File: config.mk
export PLATFORM = sky130hd
export DESIGN_NAME = cic_decim_mc
export DESIGN_NICKNAME = d
export VERILOG_FILES = /design/src/rtl/cic_decim_mc.sv
export SDC_FILE = /design/constraint.sdc
export NUM_CORES = 2
export LEC_CHECK = 0
export CORE_AREA = 2 2 359 361
export DETAILED_ROUTE_END_ITERATION = 10
export DIE_AREA = 0 0 361 363
export PLACE_DENSITY_LB_ADDON = 0.12
export SETUP_SLACK_MARGIN = 0.02
export SYNTH_ARGS = -nofsm -noshare
export SYNTH_HDL_FRONTEND = slang
export SYNTH_SLANG_ARGS = --single-unit
File: constraint.sdc
create_clock -name Clk_i -period 21.3 [get_ports Clk_i]
set_clock_uncertainty 0.2 [all_clocks]
set_input_delay 2.13 -clock Clk_i [delete_from_list [all_inputs] [get_ports Clk_i]]
set_output_delay 2.13 -clock Clk_i [all_outputs]
set_load 0.05 [all_outputs]
File: src/rtl/cic_decim_mc.sv
// Time-multiplexed multi-channel CIC decimator: one shared integrator/comb datapath,
// runtime decimation latched on frame/period boundaries, output shift with saturation.
module cic_decim_mc #(
   parameter int NumCh         = 4,
   parameter int N             = 4,
   parameter int M             = 1,
   parameter int InDataWidth   = 14,
   parameter int AccWidth      = 42,
   parameter int OutDataWidth  = 16,
   parameter int DecimCntWidth = 7,
   parameter int ShiftWidth    = 6,
   localparam int ChWidth      = (NumCh > 1) ? $clog2(NumCh) : 1
) (
   input  logic                     Clk_i,
   input  logic                     Rst_i,
   input  logic [DecimCntWidth-1:0] DecimFactor_i,
   input  logic [ShiftWidth-1:0]    Shift_i,
   input  logic [InDataWidth-1:0]   Data_i,
   input  logic                     DataNd_i,
   output logic [OutDataWidth-1:0]  Data_o,
   output logic                     DataValid_o,
   output logic [ChWidth-1:0]       Channel_o,
   output logic                     Overflow_o
);

   // DataNd_i qualifies Data_i in its cycle; there is no backpressure, so every
   // asserted DataNd_i is consumed. DataValid_o is a one-cycle pulse per output.

   logic [ChWidth-1:0]       ch;
   logic [DecimCntWidth-1:0] dc;
   logic [DecimCntWidth-1:0] rlat;
   logic [DecimCntWidth-1:0] r_cur;
   logic [DecimCntWidth-1:0] r_eff;
   logic                     relatch;
   logic                     ch_wrap;
   logic                     period_end;
   logic                     fire;
   logic                     fits;

   logic signed [AccWidth-1:0] integ [NumCh][N];
   logic signed [AccWidth-1:0] dly   [NumCh][N][M];
   logic signed [AccWidth-1:0] isum  [N];
   logic signed [AccWidth-1:0] x     [N+1];
   logic signed [AccWidth-1:0] y;
   logic [AccWidth-OutDataWidth:0] y_top;
   logic [OutDataWidth-1:0]    sat_val;

   always_comb begin
      relatch    = DataNd_i && (ch == '0) && (dc == '0);
      // A newly latched ratio must already govern the sample that latches it.
      r_cur      = relatch ? DecimFactor_i : rlat;
      r_eff      = (r_cur <= DecimCntWidth'(1)) ? DecimCntWidth'(1) : r_cur;
      ch_wrap    = (ch == ChWidth'(NumCh - 1));
      period_end = (dc == r_eff - DecimCntWidth'(1));
      fire       = DataNd_i && period_end;

      isum[0] = integ[ch][0] + {{(AccWidth-InDataWidth){Data_i[InDataWidth-1]}}, Data_i};
      for (int k = 1; k < N; k++) begin
         isum[k] = integ[ch][k] + isum[k-1];
      end

      x[0] = isum[N-1];
      for (int k = 0; k < N; k++) begin
         x[k+1] = x[k] - dly[ch][k][M-1];
      end

      y       = x[N] >>> Shift_i;
      y_top   = y[AccWidth-1:OutDataWidth-1];
      fits    = (&y_top) || !(|y_top);
      sat_val = fits ? y[OutDataWidth-1:0]
                     : {y[AccWidth-1], {(OutDataWidth-1){~y[AccWidth-1]}}};
   end

   always_ff @(posedge Clk_i) begin
      if (Rst_i) begin
         ch          <= '0;
         dc          <= '0;
         rlat        <= DecimFactor_i;
         Data_o      <= '0;
         DataValid_o <= 1'b0;
         Channel_o   <= '0;
         Overflow_o  <= 1'b0;
         for (int c = 0; c < NumCh; c++) begin
            for (int k = 0; k < N; k++) begin
               integ[c][k] <= '0;
               for (int j = 0; j < M; j++) begin
                  dly[c][k][j] <= '0;
               end
            end
         end
      end else begin
         DataValid_o <= fire;
         Overflow_o  <= fire && !fits;
         if (DataNd_i) begin
            if (relatch) begin
               rlat <= DecimFactor_i;
            end
            ch <= ch_wrap ? '0 : ch + ChWidth'(1);
            if (ch_wrap) begin
               dc <= period_end ? '0 : dc + DecimCntWidth'(1);
            end
            for (int k = 0; k < N; k++) begin
               integ[ch][k] <= isum[k];
            end
            if (period_end) begin
               Data_o    <= sat_val;
               Channel_o <= ch;
               for (int k = 0; k < N; k++) begin
                  dly[ch][k][0] <= x[k];
                  for (int j = M - 1; j > 0; j--) begin
                     dly[ch][k][j] <= dly[ch][k][j-1];
                  end
               end
            end
         end
      end
   end

endmodule

# Word level (Yosys, flattened, before mapping)
# Memories as Yosys holds them, arrays and structs flattened. A register that Yosys moved wholly into a read port is not among the register bits.
# Cells that the tools add are included.
[word_totals]
ramBits = 1344
elab_cells = 67
n_memories = 2
register_bits = 36
out_inout_bits = 20
inputBits = 30
[memory_table]
columns = ["name", "depth", "word_bits", "read_ports", "rd_clocked_by_memory_dff", "write_ports", "line_no", "rtl"]
rows = [
  ["dly", 4, 168, 1, 1, 4, "41", "logic signed [AccWidth-1:0] dly [NumCh][N][M];"],
  ["integ", 4, 168, 1, 1, 4, "40", "logic signed [AccWidth-1:0] integ [NumCh][N];"],
]
[classes]
n_bitwise = 1
eq_ne = 2
shift = 1
n_reduce_logical = 16
order_cmp = 1
mux = 26
n_addsub = 11
[ops]
columns = ["op", "n"]
rows = [
  ["168-bit 2-to-1 mux", 2],
  ["168-bit OR reduction", 2],
  ["42-bit adder", 4],
  ["42-bit subtractor", 4],
  ["42-bit by 6-bit >>> shifter with 42-bit output", 1],
  ["7-bit 2-to-1 mux", 5],
  ["27-bit AND reduction", 1],
  ["27-bit OR reduction", 1],
  ["16-bit 2-to-1 mux", 1],
  ["2-bit 2-to-1 mux", 7],
  ["1-bit 2-to-1 mux", 11],
  ["7-bit by 1-bit adder with 7-bit output, second input constant", 1],
  ["7-bit equality test", 1],
  ["7-bit by 1-bit <= comparator with 1-bit output, second input constant", 1],
  ["7-bit zero test", 1],
  ["7-bit by 1-bit subtractor with 7-bit output, second input constant", 1],
  ["1-bit logical AND", 4],
  ["2-bit AND reduction", 2],
  ["2-bit by 1-bit adder with 2-bit output, second input constant", 1],
  ["2-bit equality test, second input constant", 1],
  ["1-bit zero test", 2],
  ["2-bit zero test", 1],
  ["2-bit nonzero test", 1],
  ["1-bit logical OR", 1],
  ["1-bit inverter", 1],
]

# Longest topological paths before layout
[depth]
depth_word = 14
depth_mapped = 99
ltp_nobuf = 91

# Worst setup path after synthesis
# No wires, ideal clock.
[synth_timing]
path_kind = "register to register"
from = "reg (tool-made name)"
to = "reg Data_o[14]"
setup_slack_ns = 1.807
stages_incl_launch_ff = 94
required_ns = 21.027
setup_ns = 0.073
period_less_slack_ns = 19.493
n_path_buf = 6
t_arrival_ns = 19.220
path_cell_list = "dfxtp_1 -> clkbuf_1 -> clkbuf_1 -> clkbuf_1 -> clkbuf_1 -> buf_1 -> mux4_2 -> ha_1 -> inv_1 -> fa_1 -> nor2b_1 -> o21ai_0 -> a21oi_1 -> o21ai_0 -> a21oi_1 -> o21ai_0 -> a21oi_1 -> o21ai_0 -> [... 58 more ...] -> o211ai_1 -> o21ai_0 -> xnor2_1 -> inv_1 -> ha_1 -> or2_2 -> o31ai_1 -> xor2_1 -> nand2b_1 -> a21boi_1 -> o21ai_0 -> o221ai_1 -> and4b_1 -> o31ai_2 -> o32ai_4 -> or3_4 -> buf_6 -> o211ai_2"
[synth_rtl]
columns = ["element", "line_no", "rtl"]
rows = [
  ["to (signal assigned)", "106", "Data_o <= sat_val;"],
  ["to (decl)", "20", "output logic [OutDataWidth-1:0] Data_o,"],
]

==> flow_summary_export.csv <==
group,metric,value,unit
grt,antenna_found_initial,3,
grt,grt_pass1_wl,289000,um
synth,synth-edff-count,1351,
synth,synthFlopType,"edfxtp_1",
clock_network,cts_made_buffers,151,
routing,drtIter0Drc,5403,
placed_design,port_buffers,49,
floorplanning,rows,131,
layout,regArea,0.0412,mm^2
synth,yosys.area.top_type,"edfxtp_1",
clock_network,postCtsHoldBufs,0,
grt,gr-usage-all-layers,28.3,%
grt,grt_pass1_vias,50800,
floorplanning,die_h,363,um
routing,dr.pass1.iters,8,
timing,slew_headroom,24.4,%
layout,fin_cells,8299,
layout,area_growth,10.7,%
timing,timing_worst_slew_pin_value,1.13,ns
min_path,holdCritPathClass,"flop to flop",
layout,fill_cells,9489,
floorplanning,ios,50,
critical_path,cp_top_family,"compound AO/OA/AOI/OAI gates",
placed_design,dpl.cell_count,8004,
floorplanning,die-area,0.131,mm^2
clock_network,clk_path_buf_depth,3,
timing,finalCritPeriodShare,94.4,%
routing,vias,50800,
synth,syn_area_per_cell,11.8,um^2
synth,yosysMostFrequentCell,"nor2_1",
critical_path,crit_required,21.75,ns
grt,met3_usage,5.55,%
timing,whs,0.268,ns
layout,postLayoutCoreUtil,66.3,%
layout,multi_input_area,0.0322,mm^2
clock_network,clk_pin_slew,0.06,ns
critical_path,end_kind,"flop",
timing,finalHoldViolCount,0,
clock_network,htree_levels,4,
critical_path,startpoint_type,"primary input",
critical_path,cp.buffers_inverters,12,
critical_path,arrival,20.56,ns
critical_path,worstPathMaxFanout,9,
routing,ant_nets,0,
clock_network,clock-sinks,1382,
timing,slew_violations,0,
routing,post_drt_via_cell_ratio,6.12,
critical_path,crit_top_cell,"a21oi_1",
timing,period_needed,20.11,ns
floorplanning,die_w,361,um
routing,wl_per_cell,22.2,um
synth,postSynthNetCount,6833,
critical_path,cp_slowest_cell,"mux4_2",
clock_network,clock_latency,0.79,ns
synth,syn_area,0.0760,mm^2
grt,grt_max_degree,148,
grt,grt_overflow,0,
layout,drive_gt1_share,13.2,%
grt,gr-max-usage-layer,"met2",
layout,layout.nets,6888,
floorplanning,coreArea,0.127,mm^2
routing,drc_errors,0,
synth,synth_area_leaders,"edfxtp_1, mux4_2, nor2_1, ha_1, inv_1",
critical_path,criticalPathCategory,"primary input to flop",
timing,finalSetupViolations,0,
critical_path,critPathMaxStageDelay,0.57,ns
synth,synthArstFlopShare,0,%
floorplanning,initial_core_util,59.8,%
grt,gr-usage-met2,44.4,%
synth,synth_warnings,0,
run_status,status,"complete, no violations",
placed_design,hpwlAfterDp,114000,um
timing,fmax,49.7,MHz
clock_network,cts-root-buf,"clkbuf_16",
synth,yosysUniqueCellTypes,108,
synth,syn_inst,6459,
layout,diodes,0,
job,cap_violations,0,
synth,synth_seq_cells,1382,
routing,wl,184000,um
synth,ys_top_cells_by_count,"nor2_1, edfxtp_1, inv_1",
synth,synth_top_area_share,53.4,%
grt,gr-usage-met1,41.0,%
clock_network,cts_tree,"yes",
synth,ys_seq_area_share,54.2,%
placed_design,globalplace.congestion,0.909,
[cells by family (layout without fill, tap and decap cells)]
logic type | count (synthesis) | in the layout | share of synthesized area, %
flops | 1382 | 1382 | 54.2
xor+xnor | 332 | 332 | 3.98
buf+inv | 861 | 1039 | 4.29
mux | 439 | 439 | 11.6
simple gates | 2116 | 2116 | 11.7
fa+ha+maj | 345 | 345 | 5.75
compound gates | 984 | 984 | 8.52
[sequential cells by signal (all words and copies together), names as in the netlist, named ones only]
register / flops
Data_o: 16
Overflow_o: 1
dc: 7
rlat: 7
integ: 672
ch: 2
Channel_o: 2
dly: 672
DataValid_o: 1
[area by class of cell]
| class | instances | area share, % |
|---|---|---|
| Clock inverter | 81 | 0.985 |
| Timing Repair Buffer | 193 | 1.99 |
| Sequential cell | 1382 | 48.9 |
| Multi-Input combinational cell | 4216 | 38.2 |
| Tap cell | 1662 | 2.47 |
| Inverter | 570 | 2.55 |
| Clock buffer | 195 | 4.86 |
[worst paths after layout]
| path | end | slack, ns | cells after the start | from |
|---|---|---|---|---|
| setup / recovery | Data_o[3]$_SDFFE_PP0P_ | 1.19 | 86 | Data_i[0] |
| hold / removal | Data_o[1]$_SDFFE_PP0P_ | 0.27 | 2 | Data_o[1]$_SDFFE_PP0P_ |
| setup reg to reg | Data_o[11]$_SDFFE_PP0P_ | 1.86 | 80 | flop |
| hold reg to reg | Data_o[1]$_SDFFE_PP0P_ | 0.27 | 2 | Data_o[1]$_SDFFE_PP0P_ |
[stage by stage]
| step | TNS [ns] | area, um^2 | worst slack, ns |
|---|---|---|---|
| 2_1_floorplan | 0 | 76000 | 1.81 |
| 3_3_place_gp | -2.95 | 78700 | -0.263 |
| 3_5_place_dp | -6.50 | 78700 | -0.500 |
| 4_1_cts | 0 | 83600 | 0.169 |
| 5_1_grt | -0.0653 | 84200 | -0.0447 |
| 6_report | 0 | 84200 | 1.19 |
[worst register-to-register path, delay by kind of cell, from the launching register on]
| family | cells | cell delay [ns] |
|---|---|---|
| flip-flops | 1 | 0.57 |
| XOR/XNOR | 7 | 2.08 |
| AND/OR/NAND/NOR | 16 | 3.05 |
| AO/OA/AOI/OAI | 35 | 7.74 |
| buffers and inverters | 12 | 1.89 |
| adder cells (fa/ha/maj) | 8 | 3.04 |
| multiplexers | 2 | 0.79 |
[placed cells by master (no fill, tap or decap), types with 47 or more instances in the layout]
cell type        count
mux2i_1             71
nor3_1              66
o21ai_0            172
nor2_1            1513
a21oi_1            285
nand2_1            187
nand2b_1            59
inv_1              563
clkdlybuf4s50_1     49
buf_4              135
xor2_1             122
ha_1               335
clkbuf_16          155
o21bai_1            47
a21o_1             141
nand3_1             81
mux4_2             348
xnor2_1            165
edfxtp_1          1351
[metal layers]
metal | wire, um | share of wire [%] | vias to the layer above
met3 | 15300 | 8.3 | 229
met4 | 3520 | 1.9 | 0
met2 | 84900 | 46 | 1829
met1 | 80200 | 44 | 25300
li1 | - | - | 23400
met5 | 0 | 0 | -
[timing repair]
| item | in CTS | in global routing |
|---|---|---|
| setup endpoints to repair | 0 | 16 |
| setup buffers | 0 | 19 |
| gates resized for setup | 0 | 86 |
Power is not shown: default switching activity piles up to over one toggle a cycle in this logic, so the estimate is an artifact.
